--- config.mk ---
export PLATFORM = sky130hd
export DESIGN_NAME = uart_rx_engine
export DESIGN_NICKNAME = d
export VERILOG_FILES = /design/src/rtl/uart_rx_engine.sv
export SDC_FILE = /design/constraint.sdc
export NUM_CORES = 1
export LEC_CHECK = 0
export ABC_AREA = 1
export CAP_MARGIN = 20
export CORE_MARGIN = 4
export CORE_UTILIZATION = 40
export DETAILED_ROUTE_END_ITERATION = 16
export MAX_ROUTING_LAYER = met4
export PLACE_DENSITY_LB_ADDON = 0.3
export SYNTH_ARGS = -nofsm -noshare
export SYNTH_HDL_FRONTEND = slang
export SYNTH_SLANG_ARGS = --single-unit
--- constraint.sdc ---
create_clock -name clk_i -period 11.3 [get_ports clk_i]
set_input_delay 1.695 -clock clk_i [delete_from_list [all_inputs] [get_ports clk_i]]
set_output_delay 1.695 -clock clk_i [all_outputs]
set_load 0.005 [all_outputs]
--- src/rtl/uart_rx_engine.sv ---
// uart_rx_engine: 8N1-style serial receiver with mid-bit sampling, a small
// show-ahead word FIFO, RTS flow control and sticky framing/overrun flags.
module uart_rx_engine #(
   parameter int DATA_W  = 8,
   parameter int DIV_W   = 16,
   parameter int FIFO_AW = 2
) (
   input  logic              clk_i,
   input  logic              rst_i,
   input  logic              rst_soft_i,
   input  logic              rx_en_i,
   input  logic [DIV_W-1:0]  bit_duration_i,
   input  logic              rxd_i,
   output logic              rts_o,
   output logic [DATA_W-1:0] data_o,
   output logic              valid_o,
   input  logic              ready_i,
   output logic              frame_err_o,
   output logic              overrun_o,
   input  logic              err_clr_i
);

   localparam int DEPTH = 1 << FIFO_AW;
   localparam int IDX_W = $clog2(DATA_W + 1);
   localparam int CNT_W = FIFO_AW + 1;

   typedef enum logic [2:0] {
      ST_IDLE  = 3'd0,
      ST_START = 3'd1,
      ST_DATA  = 3'd2,
      ST_STOP  = 3'd3,
      ST_BRK   = 3'd4
   } state_t;

   // Either reset source has the same effect.
   logic rst_s;
   assign rst_s = rst_i | rst_soft_i;

   logic sync1_r;
   logic rxs_r;

   state_t state_r;
   state_t state_s;

   logic [DIV_W-1:0]  cnt_r;
   logic [IDX_W-1:0]  bit_idx_r;
   logic [DATA_W-1:0] shift_r;

   logic [DIV_W-1:0] half_s;
   logic [DIV_W-1:0] half_m1_s;
   logic [DIV_W-1:0] full_m1_s;
   logic             half_hit_s;
   logic             full_hit_s;

   logic sample_bit_s;
   logic push_s;
   logic frame_set_s;
   logic cnt_clr_s;

   logic [DATA_W-1:0] mem_r [DEPTH];
   logic [FIFO_AW-1:0] wr_ptr_r;
   logic [FIFO_AW-1:0] rd_ptr_r;
   logic [CNT_W-1:0]   count_r;
   logic [CNT_W-1:0]   count_s;
   logic               valid_r;
   logic               rts_r;
   logic               frame_err_r;
   logic               overrun_r;
   logic               pop_s;
   logic               full_s;
   logic               wr_en_s;
   logic               ovr_set_s;

   // Two-flop synchronizer for the asynchronous serial input; idles high.
   always_ff @(posedge clk_i) begin
      if (rst_s) begin
         sync1_r <= 1'b1;
         rxs_r   <= 1'b1;
      end else begin
         sync1_r <= rxd_i;
         rxs_r   <= sync1_r;
      end
   end

   // Sample thresholds; clamped so tiny bit durations cannot underflow into a long wait.
   always_comb begin
      half_s     = bit_duration_i >> 1;
      half_m1_s  = {DIV_W{1'b0}};
      full_m1_s  = {DIV_W{1'b0}};
      if (half_s != {DIV_W{1'b0}}) begin
         half_m1_s = half_s - DIV_W'(1);
      end else begin
         half_m1_s = {DIV_W{1'b0}};
      end
      if (bit_duration_i != {DIV_W{1'b0}}) begin
         full_m1_s = bit_duration_i - DIV_W'(1);
      end else begin
         full_m1_s = {DIV_W{1'b0}};
      end
      // >= rather than == so a mid-frame shrink of the duration never misses its compare
      half_hit_s = (cnt_r >= half_m1_s);
      full_hit_s = (cnt_r >= full_m1_s);
   end

   // Receiver FSM state register.
   always_ff @(posedge clk_i) begin
      if (rst_s) begin
         state_r <= ST_IDLE;
      end else begin
         state_r <= state_s;
      end
   end

   // Next-state logic plus the per-cycle sample/push/error strobes.
   always_comb begin
      state_s      = state_r;
      sample_bit_s = 1'b0;
      push_s       = 1'b0;
      frame_set_s  = 1'b0;
      if (!rx_en_i) begin
         state_s = ST_IDLE;
      end else begin
         case (state_r)
            ST_IDLE: begin
               if (!rxs_r) begin
                  state_s = ST_START;
               end else begin
                  state_s = ST_IDLE;
               end
            end
            ST_START: begin
               if (half_hit_s) begin
                  if (!rxs_r) begin
                     state_s = ST_DATA;
                  end else begin
                     state_s = ST_IDLE;
                  end
               end else begin
                  state_s = ST_START;
               end
            end
            ST_DATA: begin
               if (full_hit_s) begin
                  sample_bit_s = 1'b1;
                  if (bit_idx_r == IDX_W'(DATA_W - 1)) begin
                     state_s = ST_STOP;
                  end else begin
                     state_s = ST_DATA;
                  end
               end else begin
                  state_s = ST_DATA;
               end
            end
            ST_STOP: begin
               if (full_hit_s) begin
                  if (rxs_r) begin
                     push_s  = 1'b1;
                     state_s = ST_IDLE;
                  end else begin
                     frame_set_s = 1'b1;
                     state_s     = ST_BRK;
                  end
               end else begin
                  state_s = ST_STOP;
               end
            end
            ST_BRK: begin
               if (rxs_r) begin
                  state_s = ST_IDLE;
               end else begin
                  state_s = ST_BRK;
               end
            end
            default: begin
               state_s = ST_IDLE;
            end
         endcase
      end
      // The bit timer restarts on every state entry and after each data sample
      cnt_clr_s = (state_s != state_r) || sample_bit_s ||
                  (state_r == ST_IDLE) || (state_r == ST_BRK);
   end

   // Bit timer, bit index and LSB-first shift register.
   always_ff @(posedge clk_i) begin
      if (rst_s) begin
         cnt_r     <= {DIV_W{1'b0}};
         bit_idx_r <= {IDX_W{1'b0}};
         shift_r   <= {DATA_W{1'b0}};
      end else begin
         if (cnt_clr_s) begin
            cnt_r <= {DIV_W{1'b0}};
         end else begin
            cnt_r <= cnt_r + DIV_W'(1);
         end
         if (state_r != ST_DATA) begin
            bit_idx_r <= {IDX_W{1'b0}};
         end else if (sample_bit_s) begin
            bit_idx_r <= bit_idx_r + IDX_W'(1);
         end else begin
            bit_idx_r <= bit_idx_r;
         end
         if (sample_bit_s) begin
            shift_r <= {rxs_r, shift_r[DATA_W-1:1]};
         end else begin
            shift_r <= shift_r;
         end
      end
   end

   // FIFO control: a push is accepted when not full or when a pop frees the slot.
   always_comb begin
      pop_s     = valid_r && ready_i;
      full_s    = (count_r == CNT_W'(DEPTH));
      wr_en_s   = push_s && (!full_s || pop_s);
      ovr_set_s = push_s && full_s && !pop_s;
      case ({wr_en_s, pop_s})
         2'b10:   count_s = count_r + CNT_W'(1);
         2'b01:   count_s = count_r - CNT_W'(1);
         default: count_s = count_r;
      endcase
   end

   // FIFO storage, pointers, occupancy and the registered valid/RTS outputs.
   always_ff @(posedge clk_i) begin
      if (rst_s) begin
         for (int i = 0; i < DEPTH; i++) begin
            mem_r[i] <= {DATA_W{1'b0}};
         end
         wr_ptr_r <= {FIFO_AW{1'b0}};
         rd_ptr_r <= {FIFO_AW{1'b0}};
         count_r  <= {CNT_W{1'b0}};
         valid_r  <= 1'b0;
         rts_r    <= 1'b0;
      end else begin
         if (wr_en_s) begin
            mem_r[wr_ptr_r] <= shift_r;
            wr_ptr_r        <= wr_ptr_r + FIFO_AW'(1);
         end else begin
            wr_ptr_r <= wr_ptr_r;
         end
         if (pop_s) begin
            rd_ptr_r <= rd_ptr_r + FIFO_AW'(1);
         end else begin
            rd_ptr_r <= rd_ptr_r;
         end
         count_r <= count_s;
         valid_r <= (count_s != {CNT_W{1'b0}});
         // Keep one spare slot so a frame already on the wire still fits
         rts_r   <= rx_en_i && ((CNT_W'(DEPTH) - count_s) >= CNT_W'(2));
      end
   end

   // Sticky error flags; a set event beats a simultaneous clear.
   always_ff @(posedge clk_i) begin
      if (rst_s) begin
         frame_err_r <= 1'b0;
         overrun_r   <= 1'b0;
      end else begin
         if (frame_set_s) begin
            frame_err_r <= 1'b1;
         end else if (err_clr_i) begin
            frame_err_r <= 1'b0;
         end else begin
            frame_err_r <= frame_err_r;
         end
         if (ovr_set_s) begin
            overrun_r <= 1'b1;
         end else if (err_clr_i) begin
            overrun_r <= 1'b0;
         end else begin
            overrun_r <= overrun_r;
         end
      end
   end

   assign data_o      = mem_r[rd_ptr_r];
   assign valid_o     = valid_r;
   assign rts_o       = rts_r;
   assign frame_err_o = frame_err_r;
   assign overrun_o   = overrun_r;

endmodule

==> flow_metrics.env, run 1 <==
export IMPL_area_growth_pct=16.2
export IMPL_drive_above_1_share_pct=6.63
export IMPL_max_freq_mhz=162
export IMPL_layout_common_cells="nor2_1 (127), inv_1 (92), nand2_1 (88), o21ai_0 (49), nand3_1 (48)"
export IMPL_leakagePower_uw=0.00230
export IMPL_overflow=0
export IMPL_synth_edf_count=32
export IMPL_seqPwrFrac_pct=46.9
export IMPL_antenna_found_initial=0
export IMPL_portBuffers=34
export IMPL_peakVddDrop_mv=0.0686
export IMPL_setup_tns_final_ps=0
export IMPL_period_minus_slack_ps=6190
export IMPL_worstMarginPinSlew_ps=909
export IMPL_dr_first_iter_drc_count=307
export IMPL_cts_htree_levels=3
export IMPL_clockRootBuffer="clkbuf_16"
export IMPL_ys_ff_latch=78
export IMPL_tritoncts="done"
export IMPL_die_x_um=118
export IMPL_outcome="finished, final reports clean"
export IMPL_hp_class="reg -> reg"
export IMPL_first_pass_iters=5
export IMPL_slowest_stage="fa_1"
export IMPL_grt_max_degree=25
export IMPL_async_flop_share_pct=0
export IMPL_yosys_warnings=0
export IMPL_cts_path_max_buffers=2
export IMPL_numClockSinks=78
export IMPL_cp_data_required_time_ps=11500
export IMPL_setup_viol=0
export IMPL_final_antenna_net_count=0
export IMPL_cts_clk_slew_worst_paths_ps=60
export IMPL_cp_start_kind="input port"
export IMPL_finalClockSkew_ps=7.88
export IMPL_cts_resized=0
export IMPL_drv_slew=0
export IMPL_met1_usage_pct=22.0
export IMPL_syn_inst=653
export IMPL_vias_per_cell=5.11
export IMPL_rows=40
export IMPL_slowest_delay_ps=480
export IMPL_routedWlPerCell_um=13.4
export IMPL_netlist_area_um2=4880
export IMPL_synth_ff_type="dfxtp_1"
export IMPL_track_usage_pct=16.8
export IMPL_arrival_ps=6390
export IMPL_intPower_uw=496
export IMPL_gp_congestion=0.898
export IMPL_critPathKind="in -> reg"
export IMPL_diodes=0
export IMPL_die_y_um=118
export IMPL_postCtsHoldBufs=0
export IMPL_drv_cap=0
export IMPL_design_portCount=35
export IMPL_combPwrFrac_pct=7.6
export IMPL_seq_area_frac_synth_pct=38.5
export IMPL_start_util_pct=40.8
export IMPL_fp_coreArea_um2=12000
export IMPL_fin_nets=754
export IMPL_dp_hpwl_mm=8.59
export IMPL_synth_fp_nets=718
export IMPL_grt_pass1_wl_mm=18.6
export IMPL_p_clk_share_pct=45.5
export IMPL_clock_latency_ps=340
export IMPL_grt_use_met2_pct=25.8
export IMPL_cts_setup_buffers=0
export IMPL_power_per_cell_area_nw_per_um2=112
export IMPL_maxSlewHeadroom_pct=39.2
export IMPL_switching_power_uw=142
export IMPL_rsz0062_at_grt="false"
export IMPL_vias=4296
export IMPL_numCtsBuffers=9
export IMPL_grt_pass1_vias=3905
export IMPL_ys_types=38
export IMPL_top_usage_layer="met2"
export IMPL_power_uw=638
export IMPL_drcViolationCount=0
export IMPL_die_area_um2=14000
export IMPL_cp_common_cell="inv_1"
export IMPL_cp_end_kind="register"
export IMPL_syn_avg_cell_area_um2=7.48
export IMPL_crit_fanout=6
export IMPL_met3_usage_pct=5.17
export IMPL_wl_mm=11.3
export IMPL_fin_crit_sh_pct=54.8
export IMPL_hold_viol_final=0
export IMPL_layout_commonest_cell="nor2_1"
export IMPL_switching_share_pct=22.3
[final cells by class]
type	instances	area, µm²
Fill cell	1174	6290
Timing Repair Buffer	36	355
Inverter	93	349
Clock inverter	5	58.8
Clock buffer	11	243
Multi-Input combinational cell	471	2600
Tap cell	147	184
Sequential cell	78	1880
[stage by stage]
step	instances	utilization [%]	area, µm²	worst slack, ps	hold slack, ps
finish	841	47.4	5670	5110	429
global route	841	47.4	5670	4630	441
CTS	840	47.4	5670	5140	427
detailed placement	824	44.8	5360	4810	400
global placement	824	44.8	5360	5010	401
floorplan	653	-	4880	5790	393
[power groups by stage]
stage	Combinational [µW]	Clock, µW	Sequential, µW
final	48.5	291	299
after global routing	54.8	309	299
after CTS	48.3	295	299
after detailed placement	48.0	0	305
after global placement	47.3	0	305
after floorplan	26.8	0	305
[kinds of logic after synthesis]
kind of cell	share of synthesized area (%)
DFF	38.5
AOI/OAI and AO/OA	11.0
xor gates and xnor gates	2.51
adders and majority gates	10.9
and+or+nand+nor	28.9
buffers and inverters	8.18
[final timing paths]
check                       from               end  slack (ps)  cells after the start
max            bit_duration_i[1]  rts_o$_SDFF_PP0_        5110                     31
max reg2reg  cnt_r[0]$_SDFF_PP0_  rts_o$_SDFF_PP0_        8090                     22
min reg2reg   sync1_r$_SDFF_PP1_  rxs_r$_SDFF_PP1_         430                      1
min           sync1_r$_SDFF_PP1_  rxs_r$_SDFF_PP1_         430                      1
[critical path, delay by kind of cell]
family	cells	cell delay, ps
fa+ha+maj	5	1460
compound gates	3	470
buf+inv	10	1180
simple gates	13	1590
[synthesized netlist by cell type (2+ instances only)]
library cell	instances	area share, %
nand2_2	7	0.90
clkbuf_1	9	0.69
nor3_1	15	1.5
nor2_1	127	9.8
inv_1	92	7.1
nand3_2	4	0.82
nor2_2	4	0.51
nor2_4	2	0.46
or2_2	4	0.51
xor2_1	9	1.6
o21ai_0	50	5.1
nand3_1	48	4.9
nor4_1	4	0.51
dfxtp_1	46	19
nand4_1	6	0.77
ha_1	41	11
edfxtp_1	32	20
o211ai_1	3	0.46
nor3_2	3	0.62
a21oi_1	30	3.1
nand2_1	88	6.8
xnor2_1	5	0.90
o22ai_1	9	1.2
[registers in the layout (all words and copies together), names as in the netlist, 2 cells and up, named ones only]
name / cells
mem_r: 32
cnt_r: 16
rd_ptr_r: 2
state_r: 3
bit_idx_r: 4
count_r: 3
shift_r: 8
wr_ptr_r: 2
[routing by layer]
metal | up-vias | wire (µm)
li1 | 2227 | -
met1 | 1969 | 5320
met2 | 92 | 5260
met3 | 8 | 603
met4 | 0 | 107
met5 | - | 0
Note: power is estimated with default switching activity, not from simulation.
==> run 2, diff against run 1 <==
==> constraint.sdc (replaced) <==
create_clock -name clk_i -period 6.4 [get_ports clk_i]
set_input_delay 0.96 -clock clk_i [delete_from_list [all_inputs] [get_ports clk_i]]
set_output_delay 0.96 -clock clk_i [all_outputs]
set_load 0.005 [all_outputs]
==> run 2 against run 1 <==
Final area rose by 0.11%. Sequential cell count unchanged. Worst setup slack got worse by 4100 ps. Utilization grew 0.052 points. Routed wire length is 0.43% lower. Largest power group unchanged. Highest routed layer unchanged. Global-route usage fell by 0.14 points. Cell count is 0.12% higher. Sequential share of layout area about the same. Register-to-register slack lost 5000 ps. Non-clock buffer count increased by 1. Total power grew 76%.
==> flow_metrics.env, run 2 (synthesized netlist as in run 1, its figures left out) <==
export IMPL_routedWlPerCell_um=13.4
export IMPL_vias=4265
export IMPL_postCtsHoldBufs=0
export IMPL_fp_coreArea_um2=12000
export IMPL_cp_data_required_time_ps=6600
export IMPL_hp_class="reg -> reg"
export IMPL_fin_crit_sh_pct=84.4
export IMPL_design_portCount=35
export IMPL_wl_mm=11.2
export IMPL_drv_slew=0
export IMPL_layout_commonest_cell="nor2_1"
export IMPL_drcViolationCount=0
export IMPL_setup_ws_ps=999
export IMPL_cts_clk_slew_worst_paths_ps=60
export IMPL_rows=40
export IMPL_worstMarginPinSlew_ps=897
export IMPL_grt_pass1_vias=4027
export IMPL_diodes=0
export IMPL_die_area_um2=14000
export IMPL_setup_viol=0
export IMPL_outcome="finished, final reports clean"
export IMPL_layout_common_cells="nor2_1 (127), inv_1 (92), nand2_1 (88), o21ai_0 (50), nand3_1 (48)"
export IMPL_crit_fanout=6
export IMPL_cp_start_kind="input port"
export IMPL_final_cell_area_um2=5680
export IMPL_dr_first_iter_drc_count=351
export IMPL_cp_end_kind="register"
export IMPL_first_pass_iters=5
export IMPL_vias_per_cell=5.07
export IMPL_final_antenna_net_count=0
export IMPL_numClockSinks=78
export IMPL_slowest_delay_ps=490
export IMPL_maxSlewHeadroom_pct=40.0
export IMPL_period_minus_slack_ps=5400
export IMPL_track_usage_pct=16.6
export IMPL_portBuffers=34
export IMPL_clockRootBuffer="clkbuf_16"
export IMPL_largest_registers="mem_r x32, cnt_r x16, shift_r x8"
export IMPL_finalClockSkew_ps=6.12
export IMPL_rsz0062_at_grt="false"
export IMPL_arrival_ps=5600
export IMPL_area_growth_pct=16.3
export IMPL_top_register="mem_r"
export IMPL_grt_max_degree=25
export IMPL_nFillCells=1175
export IMPL_gp_congestion=0.889
export IMPL_cts_htree_levels=3
export IMPL_cts_setup_buffers=0
export IMPL_overflow=0
export IMPL_clock_latency_ps=330
export IMPL_peakVddDrop_mv=0.122
export IMPL_setup_tns_final_ps=0
export IMPL_start_util_pct=40.8
export IMPL_drive_above_1_share_pct=6.76
export IMPL_largest_register_ffs=32
export IMPL_fin_nets=755
export IMPL_die_x_um=118
export IMPL_max_freq_mhz=185
export IMPL_numCtsBuffers=9
export IMPL_power_per_cell_area_nw_per_um2=198
export IMPL_cp_common_cell="inv_1"
export IMPL_leakagePower_uw=0.00231
export IMPL_drv_cap=0
export IMPL_post_place_ws_ps=712
export IMPL_die_y_um=118
export IMPL_slowest_stage="fa_1"
export IMPL_antenna_found_initial=0
export IMPL_critPathKind="in -> reg"
export IMPL_tritoncts="done"
export IMPL_grt_pass1_wl_mm=18.8
export IMPL_fin_util_pct=47.5
export IMPL_power_uw=1120
export IMPL_cts_resized=0
export IMPL_postPlaceCellArea_um2=5380
export IMPL_cts_path_max_buffers=2
export IMPL_dp_hpwl_mm=8.59
export IMPL_hold_viol_final=0
## run 2: changes by cell type in the layout (fill, tap and decap cells not counted)
cell / previous run / this run
clkinv_4: 0 / 2
inv_8: 0 / 1
inv_6: 1 / 0
clkbuf_8: 1 / 0
clkinvlp_4: 2 / 1
o21ai_1: 1 / 0
buf_4: 2 / 3
o21ai_0: 49 / 50
## run 2: layout make-up
cell class                 instances  area [µm²]  share of cell area, %
clock buffer                      10         229                   4.03
clock inverter                     6        71.3                   1.26
sequential                        78        1880                   33.1
tap                              147         184                   3.24
timing repair buffer              37         363                   6.39
inverter                          93         349                   6.15
multi-input combinational        471        2600                   45.8
## run 2: power by group
part | internal, µW | switching, µW
logic | 36.3 | 49.2
clock network | 305 | 205
registers | 526 | 2.41
total | 867 | 257
## run 2: worst paths after layout
path                             from                to  slack, ps  depth (start not counted)
setup / recovery    bit_duration_i[1]  rts_o$_SDFF_PP0_       1000                         31
hold reg to reg    sync1_r$_SDFF_PP1_  rxs_r$_SDFF_PP1_        410                          1
setup reg to reg  cnt_r[0]$_SDFF_PP0_  rts_o$_SDFF_PP0_       3120                         22
hold / removal     sync1_r$_SDFF_PP1_  rxs_r$_SDFF_PP1_        410                          1
## run 2: stage by stage
step	hold slack (ps)	instances
after floorplan	393	653
after global placement	403	826
after detailed placement	401	826
after CTS	415	842
after global routing	441	842
final	412	842
## run 2: metal layers
metal / routed length [µm] / GRT usage (%)
met1: 5400 / 22.0
met4: 148 / 3.91
met5: 0 / -
met2: 5280 / 26.3
met3: 417 / 3.40
## run 2: critical path, delay by kind of cell
family	cells	cell delay [ps]
AO/OA/AOI/OAI	3	460
adder cells (fa/ha/maj)	5	1440
AND/OR/NAND/NOR	13	1580
buffers and inverters	10	1150
==> run 3, diff against run 2 <==
==> constraint.sdc (replaced) <==
create_clock -name clk_i -period 5.3 [get_ports clk_i]
set_input_delay 0.795 -clock clk_i [delete_from_list [all_inputs] [get_ports clk_i]]
set_output_delay 0.795 -clock clk_i [all_outputs]
set_load 0.005 [all_outputs]
==> run 3 against run 2 <==
Worst setup slack lost 560 ps. Cell count rose by 1.9%. Combinational power is 29% higher. Final area up 2.4%.
==> flow_metrics.env, run 3 (synthesized netlist as in run 1, its figures left out) <==
export IMPL_start_util_pct=40.8
export IMPL_first_pass_iters=5
export IMPL_drcViolationCount=0
export IMPL_numCtsBuffers=9
export IMPL_vias=4370
export IMPL_switching_share_pct=23.8
export IMPL_outcome="finished, final reports clean"
export IMPL_design_portCount=35
export IMPL_diodes=0
export IMPL_area_growth_pct=19.1
export IMPL_leakagePower_uw=0.00239
export IMPL_cp_common_cell="nand2_1"
export IMPL_drv_slew=0
export IMPL_fin_crit_sh_pct=91.7
export IMPL_overflow=0
export IMPL_hp_class="reg -> reg"
export IMPL_slowest_delay_ps=490
export IMPL_peakVddDrop_mv=0.153
export IMPL_drv_cap=0
export IMPL_cp_start_kind="input port"
export IMPL_layout_common_cells="nor2_1 (125), inv_1 (90), nand2_1 (88), o21ai_0 (49), nand3_1 (48)"
export IMPL_r2r_start="cnt_r[7]$_SDFF_PP0_"
export IMPL_cts_clk_slew_worst_paths_ps=60
export IMPL_critPathKind="in -> reg"
export IMPL_path_buf_inv=8
export IMPL_period_minus_slack_ps=4860
export IMPL_combPwrFrac_pct=8.3
export IMPL_p_clk_share_pct=43.4
export IMPL_clockRootBuffer="clkbuf_16"
export IMPL_fin_nets=771
export IMPL_setup_ws_ps=441
export IMPL_finalClockSkew_ps=8.16
export IMPL_cp_depth=31
export IMPL_seqPwrFrac_pct=48.2
export IMPL_wl_mm=11.1
export IMPL_arrival_ps=5060
export IMPL_r2r_end="rts_o$_SDFF_PP0_"
export IMPL_rows=40
export IMPL_postCtsHoldBufs=0
export IMPL_layout_commonest_cell="nor2_1"
export IMPL_grt_pass1_vias=4212
export IMPL_drive_above_1_share_pct=9.70
export IMPL_fp_coreArea_um2=12000
export IMPL_cts_htree_levels=3
export IMPL_setup_viol=0
export IMPL_endpoint="rts_o$_SDFF_PP0_"
export IMPL_gp_congestion=0.910
export IMPL_tritoncts="done"
export IMPL_worstMarginPinSlew_ps=844
export IMPL_numClockSinks=78
export IMPL_cp_end_kind="register"
export IMPL_final_antenna_net_count=0
export IMPL_grt_pass1_wl_mm=18.8
export IMPL_vias_per_cell=5.09
export IMPL_top_register="mem_r"
export IMPL_postPlaceCellArea_um2=5500
export IMPL_reg2reg_depth=21
export IMPL_dp_hpwl_mm=8.57
export IMPL_ff2ff_setup_slack_ps=2220
export IMPL_die_y_um=118
export IMPL_antenna_found_initial=0
export IMPL_maxSlewHeadroom_pct=43.2
export IMPL_track_usage_pct=16.6
export IMPL_intPower_uw=1010
export IMPL_post_place_ws_ps=8.46
export IMPL_die_x_um=118
export IMPL_largest_registers="mem_r x32, cnt_r x16, shift_r x8"
export IMPL_die_area_um2=14000
export IMPL_routedWlPerCell_um=12.9
export IMPL_dr_first_iter_drc_count=269
export IMPL_cts_path_max_buffers=2
export IMPL_largest_register_ffs=32
export IMPL_crit_fanout=4
export IMPL_final_cell_area_um2=5820
export IMPL_worstHoldStart="sync1_r$_SDFF_PP1_"
export IMPL_portBuffers=34
export IMPL_critPathTopFamily="adder cells"
export IMPL_clock_latency_ps=330
export IMPL_grt_max_degree=24
export IMPL_max_freq_mhz=206
export IMPL_startpoint="bit_duration_i[1]"
export IMPL_switching_power_uw=315
export IMPL_fin_util_pct=48.6
export IMPL_slowest_stage="clkdlybuf4s50_1"
export IMPL_power_per_cell_area_nw_per_um2=227
export IMPL_cp_data_required_time_ps=5500
export IMPL_hold_viol_final=0
export IMPL_hold_worst_slack_ps=428
## run 3: cell types whose count changed in the layout (fill, tap and decap cells not counted), sizes merged
cell,before,now
bufinv,1,0
inv,94,96
dlymetal6s2s,0,1
clkdlybuf4s50,34,33
buf,3,19
clkbuf,10,9
## run 3: what timing repair did
action | in CTS | in global routing
endpoints found under the setup margin | 0 | 1
resized for setup | 0 | 9
setup buffers | 0 | 2
## run 3: per-stage QoR
step | setup TNS, ps | power [µW] | instances
CTS | 0 | 1330 | 856
floorplan | 0 | 707 | 653
global route | -11.9 | 1370 | 858
finish | 0 | 1320 | 858
detailed placement | 0 | 759 | 840
global placement | 0 | 756 | 840
## run 3: power groups by stage
| stage | Sequential, µW | Clock, µW | Combinational, µW |
|---|---|---|---|
| finish | 637 | 574 | 110 |
| global placement | 650 | 0 | 106 |
| global route | 638 | 610 | 125 |
| floorplan | 650 | 0 | 57.1 |
| CTS | 638 | 586 | 108 |
| detailed placement | 651 | 0 | 108 |
## run 3: worst min-delay path by stage
stage,endpoint,slack (ps),depth (start not counted)
after floorplan,rxs_r$_SDFF_PP1_,390,1
after global placement,rxs_r$_SDFF_PP1_,420,1
after detailed placement,rxs_r$_SDFF_PP1_,420,1
after CTS,rxs_r$_SDFF_PP1_,430,1
after global routing,rxs_r$_SDFF_PP1_,440,1
final,rxs_r$_SDFF_PP1_,430,1
## run 3: layout make-up
type | count | area, µm²
Multi-Input combinational cell | 471 | 2620
Clock buffer | 9 | 225
Tap cell | 147 | 184
Timing Repair Buffer | 53 | 498
Inverter | 93 | 349
Fill cell | 1191 | 6140
Clock inverter | 7 | 56.3
Sequential cell | 78 | 1880
## run 3: routing by layer
metal / GRT usage (%) / vias up / share of wire (%) / wire (µm)
li1: - / 2258 / - / -
met2: 28.0 / 102 / 49 / 5380
met4: 4.71 / 0 / 1.5 / 163
met1: 20.4 / 1996 / 45 / 4970
met5: - / - / 0 / 0
met3: 3.06 / 14 / 5.1 / 565
==> RTL change 1 (config.mk and constraints of run 2) <==
The parameter `DATA_W` goes from 8 to 16.
--- a/src/rtl/uart_rx_engine.sv
+++ b/src/rtl/uart_rx_engine.sv
@@ -1,7 +1,7 @@
 // uart_rx_engine: 8N1-style serial receiver with mid-bit sampling, a small
 // show-ahead word FIFO, RTS flow control and sticky framing/overrun flags.
 module uart_rx_engine #(
-   parameter int DATA_W  = 8,
+   parameter int DATA_W  = 16,
    parameter int DIV_W   = 16,
    parameter int FIFO_AW = 2
 ) (
Ports: changed (resized data_o); port bits go from 35 to 43. The function was not compared with the original's and may differ.
==> RTL change 1 against run 2 <==
  * Final cell count increased by 27%
  * Clock power increased by 90%
  * Critical path type unchanged
  * Synthesized cell count increased by 22%
  * Final area increased by 39%
  * Wire length increased by 30%
  * Combinational power increased by 16%
  * Sequential power increased by 56%
  * Synthesized area increased by 36%
  * Power increased by 69%
  * Sequential cell count increased by 41
  * Setup slack improved by 0.32 ns
  * Die area increased by 34%
==> RTL change 1: results (changes against run 2) <==
stage,metric,value,unit,change
layout,num-fill-cells,1535,,"was 1,175"
detailed_routing,met3_length,578,um,was 417 um
worst_setup_path,crit_path_max_incr_delay,0.57,ns,was 0.49 ns
synth,synth_edf_count,64,,was 32
clock_network,cts_resized,0,,unchanged
pwr,p_leak,0.00318,uW,was 0.00231 uW
global_route,grt_pass1_vias,5183,,"was 4,027"
layout,antenna_cells,0,,unchanged
synth,ys_types,43,,was 38
worst_setup_path,r2r-start,cnt_r[11]$_SDFF_PP0_,,was cnt_r[0]$_SDFF_PP0_
synth,yosysSeqAreaShare,45.4,%,was 38.5%
detailed_routing,maxUsedRoutingLayer,met4,,unchanged
detailed_routing,drtPass1Iterations,6,,was 5
synth,synth_ff_type,edfxtp_1,,was dfxtp_1
hold_path,hold_path.class,reg2reg,,unchanged
layout,top_regs,"mem_r x64, cnt_r x16, shift_r x16",,"was mem_r x32, cnt_r x16, shift_r x8"
worst_setup_path,crit_slowest_cell,nor3_1,,was fa_1
sta,finClkSkew,0.0135,ns,was 0.00612 ns
layout,layout-drive-gt1-share,10.2,%,was 6.76%
worst_setup_path,startpoint,bit_duration_i[7],,was bit_duration_i[1]
sta,slew_headroom,39.9,%,was 40.0%
global_route,grt_pass1_wl,24900,um,"was 18,800 um"
clock_network,cts_setup_buffers,0,,unchanged
pwr,ir_drop,0.000180,V,was 0.000122 V
synth,async_reset_ff_share,0,%,unchanged
clock_network,cts_max_level,4,,was 3
worst_setup_path,cp_top_family,simple AND/OR/NAND/NOR gates,,unchanged
hold_path,hp-start,sync1_r$_SDFF_PP1_,,unchanged
synth,yosys_warnings,0,,unchanged
detailed_routing,route.met2.wl,6990,um,was 5280 um
clock_network,path_clk_slew,0.05,ns,
detailed_routing,via_per_inst,4.90,,was 5.07
clock_network,cts-buffers-inserted,17,,was 9
outcome,status,"complete, no violations",,unchanged
detailed_routing,wl_per_cell,13.7,um,was 13.4 um
place,portBuffers,42,,was 34
clock_network,clk_latency,0.41,ns,was 0.33 ns
clock_network,ctsLongestPathBuffers,2,,unchanged
worst_setup_path,critPathArrivalTime,5.07,ns,was 5.60 ns
synth,synth_area_leaders,"edfxtp_1, dfxtp_1, ha_1",,unchanged
global_route,grtUsageTotal,17.2,%,was 16.6%
detailed_routing,drt_iter0_markers,374,,was 351
clock_network,cts_root_buffer,clkbuf_16,,unchanged
place,dp_hpwl,10500,um,was 8590 um
layout,nets,903,,was 755
synth,syn_nets,861,,was 718
global_route,antenna_found_initial,0,,unchanged
detailed_routing,wl_met1,6940,um,was 5400 um
synth,synth_common_cells,"nor2_1, nand2_1, inv_1, edfxtp_1, o21ai_0",,"was nor2_1, inv_1, nand2_1, o21ai_0, nand3_1"
place,gp_congestion,0.877,,was 0.889
global_route,grt_max_degree,40,,was 25
worst_setup_path,path_max_fanout,18,,was 6
[RTL change 1: changes by cell type in the layout (fill, tap and decap cells not counted), sizes merged, moves of 8 or more]
cell	change
nor3	+8
o21ai	+13
nor2	+19
o22ai	+9
nand2	+14
dfxtp	+9
xor2	+13
clkdlybuf4s50	+8
clkbuf	+12
nand3	-9
edfxtp	+32
[RTL change 1: layer usage]
layer | GRT usage [%] | vias up
li1 | - | 2742
met1 | 22.2 | 2362
met2 | 27.5 | 114
met3 | 3.60 | 6
met4 | 4.43 | 0
met5 | - | -
[RTL change 1: power breakdown]
part           internal [uW]  switching [uW]  total [uW]
Clock                    620             353         973
Sequential               820            4.30         824
Combinational           42.1            57.4        99.5
Total                   1480             414        1900
[RTL change 1: logic make-up (layout without fill, tap and decap cells)]
logic type,after synthesis,count (layout),share of synthesized area (%)
AO/OA/AOI/OAI,128,128,10.4
flip-flops,119,119,45.4
AND/OR/NAND/NOR,360,360,25.3
XOR/XNOR,26,26,3.42
buffers and inverters,119,174,7.30
adder cells (fa/ha/maj),43,43,8.19
[RTL change 1: area by class of cell]
class,instances,area [sq um],area share [%]
multi-input combinational,557,3160,40.0
clock inverter,10,105,1.33
timing repair buffer,47,458,5.80
sequential,119,3020,38.3
clock buffer,22,518,6.56
tap,216,270,3.42
inverter,95,359,4.55
[RTL change 1: final timing paths]
kind              slack (ns)                    endpoint  cells past startpoint
setup / recovery        1.32  mem_r[1][15]$_SDFFCE_PN0P_                     19
hold reg to reg         0.41            rxs_r$_SDFF_PP1_                      1
hold / removal          0.41            rxs_r$_SDFF_PP1_                      1
setup reg to reg        3.30  mem_r[1][15]$_SDFFCE_PN0P_                     11
[RTL change 1: worst reg2reg max path, delay by kind of cell, from the launching register on]
kind	cells	cell delay (ns)
AND/OR/NAND/NOR	5	0.88
AO/OA/AOI/OAI	3	0.49
adder cells (fa/ha/maj)	1	0.31
flip-flops	1	0.45
buffers and inverters	2	0.54
[RTL change 1: per-stage QoR]
step / worst slack (ns) / cell area [sq um] / hold slack, ns / utilization (%) / std cells
after floorplan: 1.66 / 6660 / 0.393 / - / 795
after global placement: 0.956 / 7270 / 0.394 / 45.1 / 1034
after detailed placement: 0.892 / 7270 / 0.402 / 45.1 / 1034
after CTS: 1.32 / 7890 / 0.414 / 49.0 / 1066
after global routing: 0.764 / 7890 / 0.439 / 49.0 / 1066
final: 1.32 / 7890 / 0.412 / 49.0 / 1066
==> RTL change 2 (flow settings as in run 2) <==
Made on the original files. One comparison of `bit_idx_r` changes from == to >=.
--- a/src/rtl/uart_rx_engine.sv
+++ b/src/rtl/uart_rx_engine.sv
@@ -142,7 +142,7 @@
             ST_DATA: begin
                if (full_hit_s) begin
                   sample_bit_s = 1'b1;
-                  if (bit_idx_r == IDX_W'(DATA_W - 1)) begin
+                  if (bit_idx_r >= IDX_W'(DATA_W - 1)) begin
                      state_s = ST_STOP;
                   end else begin
                      state_s = ST_DATA;
Formal check against the unedited RTL: same outputs for any inputs over 10 cycles, from zero or initial values; that may be too few to reach the edited logic, so the function may still have changed.
==> RTL change 2 against run 2 <==
  * Power fell by 3.3%
  * Setup slack got worse by 0.022 ns
  * Highest routed layer unchanged
  * Synthesized area up 2.7%
  * Wire length shrank 1.2%
  * Final area increased by 1.8%
  * Sequential cell count did not move
  * Global-route usage hardly changed
  * Clock skew rose by 0.0031 ns
  * Sequential share of layout area is 0.59 points lower
  * Critical path depth down 1
==> RTL change 2: results (changes against run 2) <==
stage,metric,value,unit,change
synth,netlist_instances,657,,was 653
detailed_routing,drtPass1Iterations,5,,unchanged
place,portBuffers,34,,unchanged
global_route,overflow,0,,unchanged
synth,ys_types,39,,was 38
synth,yosysSeqAreaShare,37.5,%,was 38.5%
worst_setup_path,rr_worst_depth,17,,was 22
place,placed_area,5500,sq um,was 5380 sq um
clock_network,clk_latency,0.34,ns,
place,dp_hpwl,8540,um,was 8590 um
worst_setup_path,r2r-start,cnt_r[11]$_SDFF_PP0_,,was cnt_r[0]$_SDFF_PP0_
clock_network,cts_setup_buffers,0,,unchanged
global_route,grt_pass1_vias,4197,,"was 4,027"
synth,async_reset_ff_share,0,%,unchanged
hold_path,hp-start,sync1_r$_SDFF_PP1_,,unchanged
global_route,grt_max_degree,23,,was 25
place,place_inst,848,,was 826
pwr,ir_drop,0.0000884,V,was 0.000122 V
detailed_routing,drt_iter0_markers,321,,was 351
detailed_routing,via_per_inst,5.05,,was 5.07
clock_network,cts_max_level,3,,unchanged
pwr,netSwitchingPower,251,uW,was 257 uW
synth,synth_common_cells,"nor2_1, nand2_1, inv_1, dfxtp_1, o21ai_0",,"was nor2_1, inv_1, nand2_1, o21ai_0, nand3_1"
synth,synth_area_leaders,"edfxtp_1, dfxtp_1, ha_1",,unchanged
layout,nets,756,,was 755
sta,finClkSkew,0.00927,ns,was 0.00612 ns
outcome,status,"complete, no violations",,unchanged
layout,antenna_cells,0,,unchanged
sta,slew_headroom,49.7,%,was 40.0%
pwr,p_leak,0.00232,uW,was 0.00231 uW
sta,hold_ws,0.414,ns,was 0.412 ns
layout,num-fill-cells,1200,,"was 1,175"
hold_path,hold-path-endpoint,rxs_r$_SDFF_PP1_,,unchanged
layout,layout-drive-gt1-share,9.05,%,was 6.76%
place,gp_congestion,0.928,,was 0.889
global_route,grt_pass1_wl,19200,um,"was 18,800 um"
layout,top_regs,"mem_r x32, cnt_r x16, shift_r x8",,unchanged
synth,syn_nets,722,,was 718
global_route,grtUsageTotal,16.6,%,about the same
synth,synth_edf_count,32,,unchanged
detailed_routing,vias,4367,,"was 4,265"
clock_network,ctsLongestPathBuffers,2,,unchanged
worst_setup_path,reg2reg_setup_slack,3.37,ns,was 3.12 ns
worst_setup_path,critPathArrivalTime,5.63,ns,was 5.60 ns
detailed_routing,wl_per_cell,12.9,um,was 13.4 um
RTL change 2: kinds of logic (layout without fill, tap and decap cells):
group / count (synthesis) / count (layout) / share of synthesized area, %
buffers and inverters: 109 / 148 / 8.71
adder cells (fa/ha/maj): 42 / 42 / 10.6
AND/OR/NAND/NOR: 315 / 315 / 29.6
XOR/XNOR: 18 / 18 / 3.14
flip-flops: 78 / 78 / 37.5
AO/OA/AOI/OAI: 95 / 95 / 10.4
RTL change 2: layer usage:
layer	GRT usage [%]	up-vias	routed length, um
met5	-	-	0
met2	26.3	99	5200
met4	3.72	0	129
li1	-	2244	-
met1	21.2	2014	5190
met3	4.76	10	585
RTL change 2: power groups by stage:
stage | logic [uW] | clock network, uW | registers [uW]
6_report | 84.3 | 475 | 527
5_1_grt | 95.7 | 508 | 528
4_1_cts | 84.4 | 487 | 528
3_5_place_dp | 83.8 | 0 | 538
3_3_place_gp | 82.5 | 0 | 538
2_1_floorplan | 47.5 | 0 | 537
RTL change 2: layout make-up:
type | instances | area [sq um] | share of cell area [%]
clock buffers | 10 | 239 | 4.13
repair buffers | 35 | 348 | 6.02
inverters | 97 | 364 | 6.30
well taps | 168 | 210 | 3.64
flip-flops and latches | 78 | 1880 | 32.5
multi-input cells | 470 | 2700 | 46.6
clock inverters | 6 | 43.8 | 0.757
RTL change 2: worst max path at each step:
| stage | to | slack [ns] |
|---|---|---|
| after CTS | rts_o$_SDFF_PP0_ | 1.10 |
| after global routing | rts_o$_SDFF_PP0_ | 0.51 |
| final | rts_o$_SDFF_PP0_ | 0.98 |
| after detailed placement | rts_o$_SDFF_PP0_ | 0.78 |
| after global placement | rts_o$_SDFF_PP0_ | 0.77 |
| after floorplan | rts_o$_SDFF_PP0_ | 1.79 |
RTL change 2: critical path: cells and delay by family:
kind                       cells  cell delay [ns]
and+or+nand+nor               15             1.93
adders and majority gates      5             1.46
buffers and inverters          8             1.05
AOI/OAI and AO/OA              2             0.22
RTL change 2: stage by stage:
step	setup WS (ns)	util, %
2_1_floorplan	1.79	-
3_3_place_gp	0.767	45.2
3_5_place_dp	0.775	45.2
4_1_cts	1.10	47.5
5_1_grt	0.514	47.5
6_report	0.976	47.5
